File: src/rtl/seq_detect_pkg.sv
// Shared types and helpers for the parametrised serial pattern detector.
package seq_detect_pkg;

    localparam int PAT_W_MAX = 32;

    typedef enum logic {
        MODE_NONOVL = 1'b0,
        MODE_OVL    = 1'b1
    } mode_e;

    // Increment val unless it already sits at the all-ones value of a width-bit counter.
    function automatic logic [31:0] sat_inc(input logic [31:0] val, input int unsigned width);
        logic [32:0] lim;
        lim = (33'd1 << width) - 33'd1;
        return ({1'b0, val} >= lim) ? val : val + 32'd1;
    endfunction

endpackage

File: src/rtl/seq_detect_param_sat_counter.sv
// Saturating up-counter with synchronous clear; clear beats increment.
module sat_counter
    import seq_detect_pkg::*;
#(
    parameter int W = 8
) (
    input  logic         clk,
    input  logic         reset,
    input  logic         inc,
    input  logic         clr,
    output logic [W-1:0] cnt
);

    logic [W-1:0] cnt_q;
    logic [W-1:0] cnt_d;

    always_comb begin
        cnt_d = cnt_q;
        if (clr) begin
            cnt_d = '0;
        end else if (inc) begin
            cnt_d = W'(sat_inc(32'(cnt_q), W));
        end
    end

    always_ff @(posedge clk) begin
        if (reset) begin
            cnt_q <= '0;
        end else begin
            cnt_q <= cnt_d;
        end
    end

    assign cnt = cnt_q;

endmodule

File: src/rtl/seq_detect_param.sv
// Serial bit-pattern detector: runtime-loadable pattern, overlap select,
// registered one-cycle match pulse and saturating match counter.
module seq_detect_param
    import seq_detect_pkg::*;
#(
    parameter int               PAT_W    = 3,
    parameter logic [PAT_W-1:0] PAT_INIT = 3'b101,
    parameter int               CNT_W    = 8
) (
    input  logic             clk,
    input  logic             reset,
    input  logic             a,
    input  logic             in_valid,
    input  logic             overlap,
    input  logic             pat_load,
    input  logic [PAT_W-1:0] pat_in,
    input  logic             clr_cnt,
    output logic             out,
    output logic [CNT_W-1:0] match_cnt,
    output logic [PAT_W-1:0] pattern
);

    localparam int               FILL_W = $clog2(PAT_W + 1);
    localparam logic [FILL_W-1:0] FULL  = FILL_W'(PAT_W);

    logic [PAT_W-1:0]  hist_q, hist_d, hist_n;
    logic [FILL_W-1:0] fill_q, fill_d, fill_n;
    logic [PAT_W-1:0]  pattern_q, pattern_d;
    logic              out_q, out_d;
    logic              hit;
    logic              cnt_clr;
    mode_e             mode;

    assign mode = mode_e'(overlap);

    // fill/hist together form the detector state: fill counts valid history bits.
    always_comb begin
        hist_d    = hist_q;
        fill_d    = fill_q;
        pattern_d = pattern_q;
        out_d     = 1'b0;
        hit       = 1'b0;
        hist_n    = {hist_q[PAT_W-2:0], a};
        fill_n    = (fill_q == FULL) ? fill_q : fill_q + FILL_W'(1);
        if (pat_load) begin
            pattern_d = pat_in;
            hist_d    = '0;
            fill_d    = '0;
        end else if (in_valid) begin
            hit    = (fill_n == FULL) && (hist_n == pattern_q);
            hist_d = hist_n;
            fill_d = fill_n;
            if (hit && mode == MODE_NONOVL) begin
                fill_d = '0;
            end
            out_d = hit;
        end
    end

    always_ff @(posedge clk) begin
        if (reset) begin
            hist_q    <= '0;
            fill_q    <= '0;
            pattern_q <= PAT_INIT;
            out_q     <= 1'b0;
        end else begin
            hist_q    <= hist_d;
            fill_q    <= fill_d;
            pattern_q <= pattern_d;
            out_q     <= out_d;
        end
    end

    // A pattern load takes precedence over the counter clear.
    assign cnt_clr = clr_cnt && !pat_load;

    sat_counter #(.W(CNT_W)) u_match_cnt (
        .clk   (clk),
        .reset (reset),
        .inc   (hit),
        .clr   (cnt_clr),
        .cnt   (match_cnt)
    );

    assign out     = out_q;
    assign pattern = pattern_q;

endmodule

File: config.mk
export PLATFORM = sky130hd
export DESIGN_NAME = seq_detect_param
export DESIGN_NICKNAME = d
export VERILOG_FILES = /design/src/rtl/seq_detect_pkg.sv /design/src/rtl/seq_detect_param_sat_counter.sv /design/src/rtl/seq_detect_param.sv
export SDC_FILE = /design/constraint.sdc
export NUM_CORES = 1
export LEC_CHECK = 0
export ABC_AREA = 1
export BUFFER_PORTS_ARGS = -buffer_cell sky130_fd_sc_hd__buf_2
export CAP_MARGIN = 20
export CORE_MARGIN = 2
export CORE_UTILIZATION = 30
export CTS_BUF_LIST = sky130_fd_sc_hd__clkbuf_8
export DETAILED_ROUTE_END_ITERATION = 8
export HOLD_SLACK_MARGIN = 0.06
export PLACE_DENSITY = 0.49
export SKIP_LAST_GASP = 1
export SLEW_MARGIN = 20
export SYNTH_ARGS = -nofsm -noshare
export SYNTH_HDL_FRONTEND = slang
export SYNTH_SLANG_ARGS = --single-unit
File: constraint.sdc
create_clock -name clk -period 3.3 [get_ports clk]
set_input_delay 0.66 -clock clk [delete_from_list [all_inputs] [get_ports clk]]
set_output_delay 0.66 -clock clk [all_outputs]
set_load 0.01 [all_outputs]
Yosys cells after proc, flatten, opt, wreduce, memory -nomap -nowiden

Index checks and enable logic that the tools add are counted.

Multiplexer cells: 4
Equality and inequality tests: 3
Multiply operators: 0
Reductions and logical operators: 7
Shifts and indexed selects: 0
Order comparisons: 1
$add $sub $neg: 2
Div/mod/pow operators: 0
Bitwise logic cells: 2

Operator list:

| operator                                     | count |
|---|---|
| adder 8 x 1 -> 8 bit (second input constant) | 1 |
| >= comparator 8 bit (second input constant)  | 1 |
| equality test 2 bit (second input constant)  | 2 |
| two-way mux 2 bit                            | 2 |
| OR reduction 2 bit                           | 2 |
| equality test 3 bit                          | 1 |
| logical AND 1 bit                            | 3 |
| adder 2 x 1 -> 2 bit (second input constant) | 1 |
| two-way mux 1 bit                            | 2 |
| NOT 1 bit                                    | 2 |
| AND reduction 2 bit                          | 1 |
| logical NOT 1 bit                            | 1 |

Memory bits (read-only): 0
Output and inout port bits: 12
Memory bits (writable): 0
Bits in latches: 0
Memories: 0
Register bits after elaboration: 16
Logic and storage cells: 24
Input port bits: 10

Depth between registers and ports, before layout

Gate-level depths: netlist (run 1).

Depth in word-level cells: 7
Depth in mapped cells: 10
Gate-level depth less buffers: 10

Cells and area by module

A second synthesis (run 1) with hierarchy kept.

Cell total of the unflattened synthesis: 128
Area, all modules: 884.6 µm²

By module, submodules not included:

| module           | sequential area each (µm²) | cells each | area an instance (µm²) | instances |
|---|---|---|---|---|
| sat_counter      | 160.2                      | 71         | 489.2                  | 1 |
| seq_detect_param | 160.2                      | 57         | 395.4                  | 1 |

Least setup slack after synthesis (run 1)

OpenSTA, ideal clock, no wires.

Kind: input-to-reg
Start point: in a
End point: reg u_match_cnt.cnt_q[5], in the netlist u_match_cnt.cnt[5]
Setup time: 0.117 ns
Cell stages on the path: 9
Data required time: 3.183 ns
Path slack: 1.896 ns
Path buffers: 0
Arrival time: 1.287 ns
Path through: inv_1 -> nand2_1 -> nand2_2 -> nor2_4 -> nand2_2 -> nor2_4 -> nand3_1 -> nand2_1 -> nor2_1

Cells in the longest elaborated chain, start to end: 5

Ends and longest elaborated chain:

| what                                 | line                               | RTL |
|---|---|---|
| start, declared                      | seq_detect_param.sv:12             | `input logic a,` |
| equality test 3 bit                  | seq_detect_param.sv:50             | `hit = (fill_n == FULL) && (hist_n == pattern_q);` |
| logical AND 1 bit                    | seq_detect_param.sv:50             |  |
| two-way mux 1 bit (2 in series)      | -                                  |  |
| AND reduction 2 bit (no source line) | -                                  |  |
| end signal, assigned                 | seq_detect_param_sat_counter.sv:30 | `cnt_q <= cnt_d;` |
| end, declared                        | seq_detect_param_sat_counter.sv:14 | `logic [W-1:0] cnt_q;` |

Every way passes these cells.
A chain may end at the register's enable or synchronous reset.

Worst setup path after layout (run 1)

Start point: reg u_match_cnt.cnt_q[2], in the netlist u_match_cnt.cnt[2]
End point: out match_cnt[2]

RTL lines:

| what          | line                   | RTL |
|---|---|---|
| end, declared | seq_detect_param.sv:19 | `output logic [CNT_W-1:0] match_cnt,` |

No word-level cell between the ends.

==> results of run 1 <==
power by group:
group / internal (mW) / switching [mW]
clock: 0.106 / 0.0739
combinational: 0.0150 / 0.0279
sequential: 0.197 / 0.00330
tightest hold or removal path: stages (launching register included):
cell      delay [ns]
dfxtp_1         0.32
inv_1           0.07
a211oi_1        0.06
registers in the layout (all words and copies together), names as in the netlist:
name,count
u_match_cnt.cnt,8
pattern,3
fill_q,2
hist_q,2
out,1
through the flow:
stage	power [mW]	instance area [sq um]
after floorplan	0.232	948
after global placement	0.248	1110
after detailed placement	0.248	1110
after CTS	0.428	1160
after global routing	0.442	1160
final	0.423	1160
layout by cell type, fill, tap and decap left out, drive strengths merged:
| cell | n |
|---|---|
| o21ai | 7 |
| nand4 | 5 |
| ha | 1 |
| dfxtp | 16 |
| xor2 | 1 |
| nor2 | 18 |
| nand3b | 1 |
| buf | 21 |
| inv | 24 |
| a211oi | 1 |
| o2111ai | 1 |
| nor3 | 1 |
| nand2 | 40 |
| clkbuf | 4 |
| a21oi | 11 |
| nand3 | 9 |
worst min-delay path by stage:
stage,from,endpoint,slack [ns],cells after the start
2_1_floorplan,hist_q[1],hist_q[1],0.48,2
3_3_place_gp,pattern[1],pattern[1],0.49,2
3_5_place_dp,pattern[1],pattern[1],0.50,2
4_1_cts,pattern[1],pattern[1],0.51,2
5_1_grt,pattern[1],pattern[1],0.55,2
6_report,pattern[1],pattern[1],0.50,2
layer usage:
layer	GRT usage	vias up	part of all wire
li1	-	483	-
met3	0.0260	5	0.019
met1	0.178	397	0.53
met2	0.200	12	0.43
met5	0	-	0
met4	0.0571	0	0.017
area by class of cell:
type / instances / area [sq um] / share of cell area
clock buffers: 4 / 55.1 / 0.0473
well taps: 44 / 55.1 / 0.0473
repair buffers: 21 / 105 / 0.0903
flip-flops and latches: 16 / 320 / 0.275
multi-input cells: 96 / 538 / 0.462
inverters: 24 / 90.1 / 0.0774
logic make-up (layout without fill, tap and decap cells):
group,Yosys count,count (layout)
buf+inv,24,49
fa+ha+maj,1,1
simple gates,74,74
xor+xnor,1,1
compound gates,20,20
flops,16,16
==> metrics.txt, run 1 <==
# TYPE chip_impl_metric gauge
chip_impl_info{name="outcome",value="completed"} 1
chip_impl_metric{name="grt_pass1_wl",unit="um"} 3550
chip_impl_info{name="r2r-end",value="u_match_cnt.cnt[0]"} 1
chip_impl_metric{name="routed_wirelength",unit="um"} 2110
chip_impl_metric{name="fin_hold_ws",unit="ns"} 0.502
chip_impl_metric{name="flip_flop_and_latch_count_after_synthesis",unit=""} 16
chip_impl_metric{name="hpwl",unit="um"} 1630
chip_impl_metric{name="die_w",unit="um"} 60.2
chip_impl_metric{name="fillerInstances",unit=""} 345
chip_impl_metric{name="setup_tns",unit="ns"} 0
chip_impl_metric{name="timing.final.crit_period",unit="ns"} 1.59
chip_impl_metric{name="synth_warnings",unit=""} 0
chip_impl_metric{name="synth_cells",unit=""} 136
chip_impl_info{name="dominant_combinational_cell_family_by_area_after_synthesis",value="simple AND/OR/NAND/NOR gates"} 1
chip_impl_metric{name="synth.lib_cells_used.distinct",unit=""} 23
chip_impl_metric{name="synth.yosys.seq_area_share",unit=""} 0.338
chip_impl_metric{name="routed-via-count",unit=""} 897
chip_impl_metric{name="dp_worst_setup_slack",unit="ns"} 1.68
chip_impl_info{name="cts_root_buf",value="clkbuf_8"} 1
chip_impl_metric{name="initialDrtViolationCount",unit=""} 20
chip_impl_metric{name="placeableCoreArea",unit="sq um"} 3030
chip_impl_info{name="clock_tree_from_tritoncts",value="built"} 1
chip_impl_metric{name="fin_ws",unit="ns"} 1.71
chip_impl_metric{name="tightest_slew",unit="ns"} 0.292
chip_impl_info{name="synthDominantAreaCellType",value="dfxtp_1"} 1
chip_impl_metric{name="vdd.ir_drop.worst",unit="V"} 0.000150
chip_impl_info{name="yosys-top-cells-count",value="nand2_1 (35), inv_1 (19), dfxtp_1 (16)"} 1
chip_impl_metric{name="layout-drive-gt1-share",unit=""} 0.286
chip_impl_info{name="netlist_top_cells_area",value="dfxtp_1 (34%), nand2_1 (14%), inv_1 (7.5%)"} 1
chip_impl_metric{name="cp.required",unit="ns"} 2.64
chip_impl_metric{name="timing.max_slew.rel_slack",unit=""} 0.805
chip_impl_metric{name="yosys.area.top_type_share",unit=""} 0.338
chip_impl_metric{name="leakage",unit="nW"} 0.559
chip_impl_metric{name="achievable-frequency",unit="MHz"} 627
chip_impl_info{name="hp-class",value="register to register"} 1
chip_impl_metric{name="synth-compound-area-share",unit=""} 0.120
chip_impl_metric{name="cts.sink_count",unit=""} 16
chip_impl_metric{name="hold_violations",unit=""} 0
chip_impl_info{name="worstSetupStartpointType",value="register"} 1
chip_impl_metric{name="cts_hold_repair.buffers",unit=""} 0
chip_impl_metric{name="r2r.worst_path.cells",unit=""} 8
chip_impl_metric{name="layout-area-overhead-vs-synth",unit="%"} 22.7
chip_impl_metric{name="postSynthAreaPerCell",unit="sq um"} 6.97
chip_impl_info{name="worstSetupPathType",value="register to primary output"} 1
chip_impl_metric{name="grt_overflow_total",unit=""} 0
chip_impl_metric{name="clk_pin_slew",unit="ns"} 0.07
chip_impl_info{name="reg2reg_from",value="u_match_cnt.cnt[1]"} 1
chip_impl_info{name="unrepaired_setup_endpoints_after_global_routing",value="false"} 1
chip_impl_info{name="cp_slowest_cell",value="dfxtp_1"} 1
chip_impl_metric{name="skew",unit="ns"} 0.00225
chip_impl_metric{name="clock_insertion_delay_worst_skew",unit="ns"} 0.25
chip_impl_metric{name="ctsHtreeMaxLevel",unit=""} 1
chip_impl_metric{name="synth-adder-area-share",unit=""} 0.0132
chip_impl_info{name="critical_path.top_delay_family",value="flip-flops"} 1
chip_impl_metric{name="slew_viol_final",unit=""} 0
chip_impl_metric{name="placedCellCount",unit=""} 201
chip_impl_metric{name="numCtsBuffers",unit=""} 3
chip_impl_metric{name="antenna_found_initial",unit=""} 0
chip_impl_metric{name="syn_area",unit="sq um"} 948
chip_impl_metric{name="synth_nets",unit=""} 147
chip_impl_info{name="critical_path.startpoint",value="u_match_cnt.cnt[2]"} 1
chip_impl_metric{name="die_area",unit="sq um"} 3630
chip_impl_metric{name="synth_simple_gate_area_frac",unit=""} 0.425
chip_impl_metric{name="synthMuxAreaShare",unit=""} 0
chip_impl_metric{name="drt_first_pass_iters",unit=""} 4
chip_impl_metric{name="post-route-period-util",unit=""} 0.483
chip_impl_metric{name="floorplan.initialDensity",unit=""} 0.313
chip_impl_metric{name="num_io_pins",unit=""} 22
chip_impl_info{name="synthMostInstantiatedCell",value="nand2_1"} 1
chip_impl_metric{name="setup.reg_to_reg.worst_slack",unit="ns"} 1.89
chip_impl_info{name="critPathCapture",value="match_cnt[2]"} 1
chip_impl_metric{name="max-clock-path-buffers",unit=""} 2
chip_impl_info{name="worstPathCellList",value="buf_2"} 1
chip_impl_metric{name="grt_max_degree",unit=""} 10
chip_impl_metric{name="final_nets",unit=""} 173
chip_impl_metric{name="critical_path_depth",unit=""} 1
chip_impl_metric{name="number_of_synthesized_flops_with_an_enable_pin",unit=""} 0
chip_impl_metric{name="drt_drc_violations_left",unit=""} 0
chip_impl_metric{name="postCtsSetupBuffers",unit=""} 0
chip_impl_metric{name="detail_route.wl_per_cell",unit="um"} 10.3
chip_impl_metric{name="critical_path_peak_fanout",unit=""} 7
chip_impl_metric{name="routed_via_density",unit=""} 4.38
chip_impl_metric{name="yosys.area_share.xor_xnor",unit=""} 0.00923
chip_impl_metric{name="floorplan.rows",unit=""} 20
chip_impl_metric{name="postLayoutCoreUtil",unit=""} 0.384
chip_impl_metric{name="antenna_violating_nets_left",unit=""} 0
chip_impl_metric{name="first_global_vias",unit=""} 825
chip_impl_metric{name="finalSetupViolCount",unit=""} 0
chip_impl_metric{name="proportion_of_synthesized_flip_flops_having_asynchronous_set_or_reset",unit=""} 0
chip_impl_metric{name="io_buffers",unit=""} 21
chip_impl_metric{name="maxCapViolations",unit=""} 0
chip_impl_metric{name="routabilityCongestion",unit=""} 0.749
chip_impl_metric{name="critical-path-max-stage-delay",unit="ns"} 0.49
chip_impl_metric{name="finalNonFillerCells",unit=""} 205
chip_impl_info{name="worst_setup_path_end_kind",value="primary output"} 1
chip_impl_metric{name="arrival_worst_endpoint",unit="ns"} 0.93
chip_impl_metric{name="power_per_standard_cell_area",unit="nW/um^2"} 364
chip_impl_metric{name="global_route_total_usage_across_every_layer",unit=""} 0.131
chip_impl_metric{name="n_antenna_cell",unit=""} 0
chip_impl_metric{name="total_buffers_and_inverters_traversed_by_the_critical_path",unit=""} 1
chip_impl_info{name="ys_flop_type",value="dfxtp_1"} 1
chip_impl_metric{name="post_cts_resize_count",unit=""} 0
chip_impl_metric{name="dieHeight",unit="um"} 60.2
Power figures use the tool's default switching activity.
==> run 2, diff against run 1 <==
--- a/config.mk
+++ b/config.mk
@@ -13,7 +13,7 @@
 export CTS_BUF_LIST = sky130_fd_sc_hd__clkbuf_8
 export DETAILED_ROUTE_END_ITERATION = 8
 export HOLD_SLACK_MARGIN = 0.06
-export PLACE_DENSITY = 0.49
+export PLACE_DENSITY = 0.5
 export SKIP_LAST_GASP = 1
 export SLEW_MARGIN = 20
 export SYNTH_ARGS = -nofsm -noshare
==> constraint.sdc (replaced) <==
create_clock -name clk -period 1.4 [get_ports clk]
set_input_delay 0.28 -clock clk [delete_from_list [all_inputs] [get_ports clk]]
set_output_delay 0.28 -clock clk [all_outputs]
set_load 0.01 [all_outputs]
==> metrics.txt, run 2 (synthesized netlist as in run 1, its figures left out) <==
# TYPE chip_impl_metric gauge
chip_impl_info{name="outcome",value="completed"} 1
chip_impl_metric{name="max-clock-path-buffers",unit=""} 2
chip_impl_info{name="hp-class",value="input pin to register"} 1
chip_impl_metric{name="largest_reg_flops",unit=""} 8
chip_impl_metric{name="footprint_of_the_multi_input_gates",unit="sq um"} 541
chip_impl_metric{name="global_route_total_usage_across_every_layer",unit=""} 0.129
chip_impl_metric{name="netSwitchingFraction",unit=""} 0.253
chip_impl_metric{name="detail_route.wl_per_cell",unit="um"} 10.1
chip_impl_metric{name="power_per_standard_cell_area",unit="nW/um^2"} 843
chip_impl_metric{name="comb_power_share",unit=""} 0.100
chip_impl_metric{name="pwr-share-clk",unit=""} 0.429
chip_impl_metric{name="floorplan.initialDensity",unit=""} 0.313
chip_impl_metric{name="finalSetupViolCount",unit=""} 0
chip_impl_metric{name="num_io_pins",unit=""} 22
chip_impl_metric{name="skew",unit="ns"} 0.00289
chip_impl_metric{name="final_nets",unit=""} 176
chip_impl_info{name="layout.cells.most_common_list",value="nand2_1 (35), buf_2 (21), inv_1 (19)"} 1
chip_impl_metric{name="clock_insertion_delay_worst_skew",unit="ns"} 0.26
chip_impl_metric{name="maxCapViolations",unit=""} 0
chip_impl_metric{name="ctsHtreeMaxLevel",unit=""} 1
chip_impl_metric{name="p_seq_frac",unit=""} 0.471
chip_impl_metric{name="cts.sink_count",unit=""} 16
chip_impl_metric{name="arrival_worst_endpoint",unit="ns"} 1.43
chip_impl_metric{name="grt_pass1_wl",unit="um"} 3430
chip_impl_metric{name="whs_path_depth",unit=""} 3
chip_impl_metric{name="routed-via-count",unit=""} 896
chip_impl_metric{name="floorplan.rows",unit=""} 20
chip_impl_metric{name="cts_hold_repair.buffers",unit=""} 0
chip_impl_info{name="clock_tree_from_tritoncts",value="built"} 1
chip_impl_metric{name="fillerInstances",unit=""} 320
chip_impl_metric{name="critical_path_peak_fanout",unit=""} 7
chip_impl_metric{name="r2r.worst_path.cells",unit=""} 8
chip_impl_info{name="worstSetupStartpointType",value="register"} 1
chip_impl_metric{name="achievable-frequency",unit="MHz"} 783
chip_impl_info{name="worst_setup_path_end_kind",value="register"} 1
chip_impl_metric{name="die_area",unit="sq um"} 3630
chip_impl_metric{name="die_w",unit="um"} 60.2
chip_impl_metric{name="routed_wirelength",unit="um"} 2110
chip_impl_info{name="reg2reg_from",value="u_match_cnt.cnt[0]"} 1
chip_impl_metric{name="cp.required",unit="ns"} 1.55
chip_impl_info{name="r2r-end",value="u_match_cnt.cnt[0]"} 1
chip_impl_metric{name="timing.max_slew.rel_slack",unit=""} 0.847
chip_impl_metric{name="post-route-period-util",unit=""} 0.912
chip_impl_metric{name="placedCellCount",unit=""} 204
chip_impl_metric{name="internal_power",unit="uW"} 751
chip_impl_metric{name="dieHeight",unit="um"} 60.2
chip_impl_metric{name="initialDrtViolationCount",unit=""} 26
chip_impl_metric{name="timing.final.crit_period",unit="ns"} 1.28
chip_impl_metric{name="design_power_total",unit="mW"} 1.00
chip_impl_metric{name="numCtsBuffers",unit=""} 3
chip_impl_metric{name="first_global_vias",unit=""} 810
chip_impl_metric{name="layout-drive-gt1-share",unit=""} 0.317
chip_impl_metric{name="grt_max_degree",unit=""} 10
chip_impl_metric{name="setup.reg_to_reg.worst_slack",unit="ns"} 0.12
chip_impl_metric{name="grt_overflow_total",unit=""} 0
chip_impl_metric{name="postLayoutCoreUtil",unit=""} 0.393
chip_impl_metric{name="leakage",unit="nW"} 0.573
chip_impl_metric{name="hold_violations",unit=""} 0
chip_impl_metric{name="p_switching",unit="uW"} 254
chip_impl_metric{name="slew_viol_final",unit=""} 0
chip_impl_info{name="cts_root_buf",value="clkbuf_8"} 1
chip_impl_metric{name="routed_via_density",unit=""} 4.31
chip_impl_metric{name="tightest_slew",unit="ns"} 0.229
chip_impl_metric{name="antenna_violating_nets_left",unit=""} 0
chip_impl_info{name="worstSetupPathType",value="register to register"} 1
chip_impl_metric{name="finalNonFillerCells",unit=""} 208
chip_impl_metric{name="n_antenna_cell",unit=""} 0
chip_impl_metric{name="drt_drc_violations_left",unit=""} 0
chip_impl_metric{name="vdd.ir_drop.worst",unit="V"} 0.000442
chip_impl_metric{name="layout-area-overhead-vs-synth",unit="%"} 25.6
chip_impl_info{name="mostFrequentLayoutCell",value="nand2_1"} 1
chip_impl_metric{name="drt_first_pass_iters",unit=""} 4
chip_impl_metric{name="final-seq-area",unit="sq um"} 323
chip_impl_metric{name="hpwl",unit="um"} 1640
chip_impl_metric{name="io_buffers",unit=""} 21
chip_impl_metric{name="routabilityCongestion",unit=""} 0.784
chip_impl_metric{name="antenna_found_initial",unit=""} 0
chip_impl_info{name="min_from",value="pat_in[2]"} 1
chip_impl_info{name="whs_endpoint",value="pattern[2]"} 1
chip_impl_metric{name="placeableCoreArea",unit="sq um"} 3030
chip_impl_metric{name="clk_pin_slew",unit="ns"} 0.07
[run 2: changes by cell type in the layout (fill, tap and decap cells not counted), sizes merged]
cell,change
buf,+3
[run 2: cell type report]
class,count,share of cell area
Clock buffer,4,0.0462
Inverter,24,0.0756
Multi-Input combinational cell,96,0.454
Sequential cell,16,0.271
Tap cell,44,0.0462
Timing Repair Buffer,24,0.107
[run 2: how the worst max path moves through the flow]
stage                        from  slack [ns]  depth (start not counted)                 end
2_1_floorplan  u_match_cnt.cnt[1]        0.08                          8  u_match_cnt.cnt[0]
3_3_place_gp   u_match_cnt.cnt[0]        0.12                          7  u_match_cnt.cnt[0]
3_5_place_dp   u_match_cnt.cnt[1]        0.07                          8  u_match_cnt.cnt[0]
4_1_cts        u_match_cnt.cnt[1]        0.06                          8  u_match_cnt.cnt[0]
5_1_grt        u_match_cnt.cnt[1]       -0.01                         10  u_match_cnt.cnt[5]
6_report       u_match_cnt.cnt[0]        0.12                          8  u_match_cnt.cnt[0]
[run 2: repair_timing]
action / 4_1_cts / 5_1_grt
resized for setup: 0 / 3
endpoints found under the setup margin: 0 / 7
buffers inserted: 0 / 0
[run 2: layer usage]
metal | vias to the layer above | wire length (um) | GRT usage
met5 | - | 0 | 0
met4 | 0 | 52 | 0.0762
met3 | 5 | 72 | 0.0260
met2 | 17 | 908 | 0.193
met1 | 387 | 1080 | 0.171
li1 | 487 | - | -
[run 2: worst max-delay path, stage by stage (launching register included)]
cell	delay, ns
dfxtp_2	0.37
ha_2	0.19
nand2_2	0.07
nor2_4	0.12
nand2_4	0.09
nand4_4	0.15
inv_2	0.05
nor2_1	0.08
nor2_1	0.05
[run 2: per-stage QoR]
stage | area, sq um | TNS, ns | setup slack [ns] | hold slack, ns
after CTS | 1190 | 0 | 0.0587 | 0.234
after global placement | 1130 | 0 | 0.124 | 0.489
after floorplan | 948 | 0 | 0.0776 | 0.358
after global routing | 1190 | -0.00969 | -0.00969 | 0.241
final | 1190 | 0 | 0.123 | 0.236
after detailed placement | 1130 | 0 | 0.0703 | 0.487
[run 2: power groups by stage]
| stage | combinational, mW | sequential (mW) | clock (mW) |
|---|---|---|---|
| 2_1_floorplan | 0.0608 | 0.485 | 0 |
| 3_3_place_gp | 0.100 | 0.483 | 0 |
| 3_5_place_dp | 0.101 | 0.483 | 0 |
| 4_1_cts | 0.101 | 0.473 | 0.445 |
| 5_1_grt | 0.113 | 0.474 | 0.459 |
| 6_report | 0.100 | 0.473 | 0.431 |
